## src/rtl/irq_pending_ctrl.sv

```systemverilog
// ---------------------------------------------------------------------------
// irq_pending_ctrl
// Interrupt request front end for the 8-to-3 priority encoder. Synchronizes
// eight asynchronous request lines, turns rising edges (or levels) into
// pending bits, applies a software mask, and offers the highest-priority
// masked pending index to a consumer over a valid/ready handshake. The
// accepted bit is cleared from the pending register.
//
// Ports
//   clk          sole clock, rising edge
//   rst          asynchronous active-high reset
//   irq[7:0]     asynchronous request lines, bit 7 highest priority
//   mask[7:0]    synchronous enable per line (pending still sets when masked)
//   pend_masked  registered (next pend) & mask, encoder input
//   out_valid    an index is being offered
//   out_idx      offered index, stable while out_valid=1
//   out_ready    consumer accepts on out_valid & out_ready at a rising edge
//   pend_raw     unmasked pending register
// ---------------------------------------------------------------------------
module irq_pending_ctrl #(
   parameter int SYNC_STAGES = 2,   // 2..4
   parameter bit EDGE_MODE   = 1'b1
) (
   input  logic       clk,
   input  logic       rst,
   input  logic [7:0] irq,
   input  logic [7:0] mask,
   output logic [7:0] pend_masked,
   output logic       out_valid,
   output logic [2:0] out_idx,
   input  logic       out_ready,
   output logic [7:0] pend_raw
);

   typedef enum logic [1:0] {S_IDLE, S_OFFER, S_GAP} state_t;

   logic [SYNC_STAGES-1:0][7:0] r_sync;
   logic [7:0] r_sync_d;
   logic [7:0] r_pend;
   logic [7:0] r_pend_masked;
   logic [2:0] r_idx;
   state_t     r_state;

   logic [7:0] w_sync;
   logic [7:0] w_set;
   logic [7:0] w_clr;
   logic [7:0] w_pend_nxt;
   logic [2:0] w_top;
   logic       w_accept;
   logic       w_load;
   state_t     w_state_nxt;

   // Synchronizer chain; stage 0 is the only flop that sees raw irq.
   always_ff @(posedge clk or posedge rst) begin
      if (rst) begin
         r_sync   <= '0;
         r_sync_d <= '0;
      end else begin
         r_sync[0] <= irq;
         for (int s = 1; s < SYNC_STAGES; s++)
            r_sync[s] <= r_sync[s-1];
         r_sync_d <= w_sync;
      end
   end

   assign w_sync = r_sync[SYNC_STAGES-1];
   assign w_set  = EDGE_MODE ? (w_sync & ~r_sync_d) : w_sync;

   assign w_accept   = (r_state == S_OFFER) && out_ready;
   assign w_clr      = w_accept ? (8'd1 << r_idx) : 8'd0;
   // Set is OR-ed in after the clear so a same-cycle set survives the accept.
   assign w_pend_nxt = (r_pend & ~w_clr) | w_set;

   always_ff @(posedge clk or posedge rst) begin
      if (rst) begin
         r_pend        <= '0;
         r_pend_masked <= '0;
      end else begin
         r_pend        <= w_pend_nxt;
         r_pend_masked <= w_pend_nxt & mask;
      end
   end

   // Highest set bit of the registered masked vector; scanning upward lets
   // the highest index overwrite lower ones.
   always_comb begin
      w_top = 3'd0;
      for (int i = 0; i < 8; i++)
         if (r_pend_masked[i]) w_top = 3'(i);
   end

   always_ff @(posedge clk or posedge rst) begin
      if (rst) begin
         r_state <= S_IDLE;
         r_idx   <= 3'd0;
      end else begin
         r_state <= w_state_nxt;
         if (w_load) r_idx <= w_top;
      end
   end

   // The offer is taken from the registered masked vector, so a mask change
   // becomes visible to the FSM one edge after it reaches pend_masked.
   always_comb begin
      w_state_nxt = r_state;
      w_load      = 1'b0;
      case (r_state)
         S_IDLE: begin
            if (r_pend_masked != 8'd0) begin
               w_load      = 1'b1;
               w_state_nxt = S_OFFER;
            end
         end
         S_OFFER: begin
            if (out_ready) w_state_nxt = S_GAP;
         end
         S_GAP:   w_state_nxt = S_IDLE;
         default: w_state_nxt = S_IDLE;
      endcase
   end

   assign out_valid   = (r_state == S_OFFER);
   assign out_idx     = r_idx;
   assign pend_raw    = r_pend;
   assign pend_masked = r_pend_masked;

endmodule

```

## config.mk

```make
export PLATFORM = sky130hd
export DESIGN_NAME = irq_pending_ctrl
export DESIGN_NICKNAME = d
export VERILOG_FILES = /design/src/rtl/irq_pending_ctrl.sv
export SDC_FILE = /design/constraint.sdc
export NUM_CORES = 1
export LEC_CHECK = 0
export BUFFER_PORTS_ARGS = -buffer_cell sky130_fd_sc_hd__buf_2
export CORE_ASPECT_RATIO = 1.2
export CORE_MARGIN = 4
export CORE_UTILIZATION = 50
export DETAILED_ROUTE_END_ITERATION = 12
export PLACE_DENSITY = 0.84
export SLEW_MARGIN = 20
export SYNTH_ARGS = -nofsm -noshare
export SYNTH_HDL_FRONTEND = slang
export SYNTH_SLANG_ARGS = --single-unit
```

## constraint.sdc

```tcl
create_clock -name clk -period 1.36 [get_ports clk]
set_input_delay 0.068 -clock clk [delete_from_list [all_inputs] [get_ports clk]]
set_output_delay 0.068 -clock clk [all_outputs]
set_load 0.05 [all_outputs]
```

==> flow_summary.ini <==
[die]
rows = 21
initial_core_util_pct = 52.56
fp.dieW_um = 57.63
die_h_um = 67.55
coreArea_um2 = 2811
ios = 39
die_area_um2 = 3893

[worst_setup_path]
arrival_ps = 1590
worstPathMaxFanout = 5
path_class = reg -> reg
worst_ep_required_time_ps = 1620
crit_path_end_kind = flip-flop
worstSetupStartpointType = flip-flop

[routing]
routed_wl_um = 3231
vias = 1064
drcViolationCount = 0
dr.pass1.iters = 6
wl_per_cell_um = 15.31
antenna_left = 0
drt-initial-drc-count = 36
vias_per_cell = 5.043

[placed_design]
place_congestion = 0.9113
dp_slack_ps = -70.35
dp_hpwl_um = 2074
dpl_cell_area_um2 = 1777
numPortBuffers = 38

[sta]
worst_pin_slew_ps = 356.5
finalHoldViolCount = 0
setup_slack_ps = 23.44
finalSetupViolations = 0
drv_slew = 0
tns_ps = 0
period_needed_ps = 1337
skew_ps = 6.723
max_freq_ghz = 0.7482
finalCritPeriodShare_pct = 98.28
relSlewSlack_pct = 76.06

[logic_synthesis]
synthArstFlopShare_pct = 100.0
ys_seq_area_share_pct = 76.21
synth_edf_count = 0
synth_ff_type = dfrtp_1
avgSynthCellArea_um2 = 14.21
synth_cell_type_count = 20
netlist_instances = 104
syn_area_um2 = 1478
synth_nets = 123
synthTopCellsByCount = dfrtp_1 (45), inv_1 (11), and2_1 (9)
synth_top_cell_area_share_pct = 76.21
synthTopCellsByArea = dfrtp_1 (76%), and2_1 (3.8%), inv_1 (2.8%)
ys_seq_elements = 45
yosys_warnings = 0
synth.most_common_cell = dfrtp_1
yosysTopAreaCell = dfrtp_1

[final_layout]
fin_nets = 195
area_delta_synth_final_pct = 43.95
num_antenna_cells = 0
drive_gt1_share_pct = 38.98
finish.instance_area_um2 = 2127
fin_util_pct = 75.66

[clock_tree]
cts_tree = yes
clk_pin_slew_ps = 120
clock_sinks = 45
cts_root_buf = clkbuf_4
worstSkewPairLatency_ps = 350
max-clock-path-buffers = 2
cts_buffers = 5
ctsHtreeMaxLevel = 2

[global_route]
grt_pass1_vias = 1107
grt_use_total_pct = 18.50
grt_max_degree = 46
antenna_found_initial = 0
grt_pass1_wl_um = 5099
grt-ovfl-total = 0

[run_status]
status = finished, final reports clean

[power_and_ir_drop]
ir_worst_vdd_v = 0.001222
power_density_nw_per_um2 = 1761
p_leak_nw = 0.9510

[job]
max_cap_viol_count = 0

[worst_hold_path]
hold_path_class = in -> async
## final cells by class
cell class,instances,area [um2]
Sequential cell,45,1135
Fill cell,176,684.4
Timing Repair Buffer,65,456.7
Multi-Input combinational cell,48,366.6
Clock buffer,7,55.05
Tap cell,34,42.54
Inverter,11,41.29
Clock inverter,1,30.03
## what timing repair did
action,CTS,global route
gates cloned,0,0
endpoints found under the hold margin,62,0
buffers inserted,1,3
pin swaps,1,4
gates resized for setup,5,11
endpoints found under the setup margin,10,11
hold buffers,18,0
## critical path: stages, from the launching register on
cell      delay, ps
dfrtp_2         460
nand4b_1        200
buf_6           150
o31ai_4         170
o21ai_2         100
and2_1          160
## metrics by stage
step / power [W] / cells / hold WS, ps
floorplan: 0.002447 / 104 / 99.43
global placement: 0.002737 / 181 / 112.9
detailed placement: 0.002782 / 181 / 119.7
CTS: 0.003713 / 208 / 270.5
global route: 0.003916 / 211 / 311.7
finish: 0.003745 / 211 / 293.6
## where the power goes
| part | total [W] | switching, W | internal, W |
|---|---|---|---|
| clock network | 0.000825 | 0.000386 | 0.000439 |
| registers | 0.00175 | 0.000223 | 0.00153 |
| logic | 0.00117 | 0.000804 | 0.000367 |
| total | 0.00375 | 0.00141 | 0.00233 |
## layer usage
metal  up-vias  global-route usage [%]  wire length [um]
met5         -                       0                 0
met4         0                   11.88                57
met3         6                   6.883               227
met2        43                   30.51              1711
met1       523                   20.00              1235
li1        492                       -                 -
## cell families (layout without fill, tap and decap cells)
kind of cell | count (synthesis) | after routing | share of synthesized area, %
AO/OA/AOI/OAI | 26 | 26 | 11.35
buffers and inverters | 11 | 84 | 2.794
flip-flops | 45 | 45 | 76.21
AND/OR/NAND/NOR | 22 | 22 | 9.652
## path summary, 6_finish.rpt
kind | cells after the start | end | from | slack (ps)
min | 4 | pend_masked[2] | rst | 290
max reg2reg | 5 | pend_masked[4] | r_state[1] | 20
min in group clk | 2 | r_sync[7] | irq[7] | 350
max | 5 | pend_masked[4] | r_state[1] | 20
max in group asynchronous | 4 | pend_masked[1] | rst | 850
min reg2reg | 0 | w_sync[5] | r_sync[5] | 360
## sequential cells by signal (all words and copies together), names as in the netlist
signal,count
out_idx,3
w_sync,8
pend_masked,8
r_sync_d,8
pend_raw,8
r_sync,8
r_state,2
## cell usage in the layout (no fill, tap or decap), types with 2 or more instances in the layout
cell type and instances:
nor2_1 4, buf_2 37, nand2b_1 2, nand2_1 2, dfrtp_2 7, dfrtp_1 38, buf_4 8, dlygate4sd3_1 18
clkbuf_4 5, o21ai_0 4, o21ai_1 10, nor4_4 2, and2_1 9, inv_1 10, a21oi_1 2, o31ai_1 2
Power figures use the tool's default switching activity.
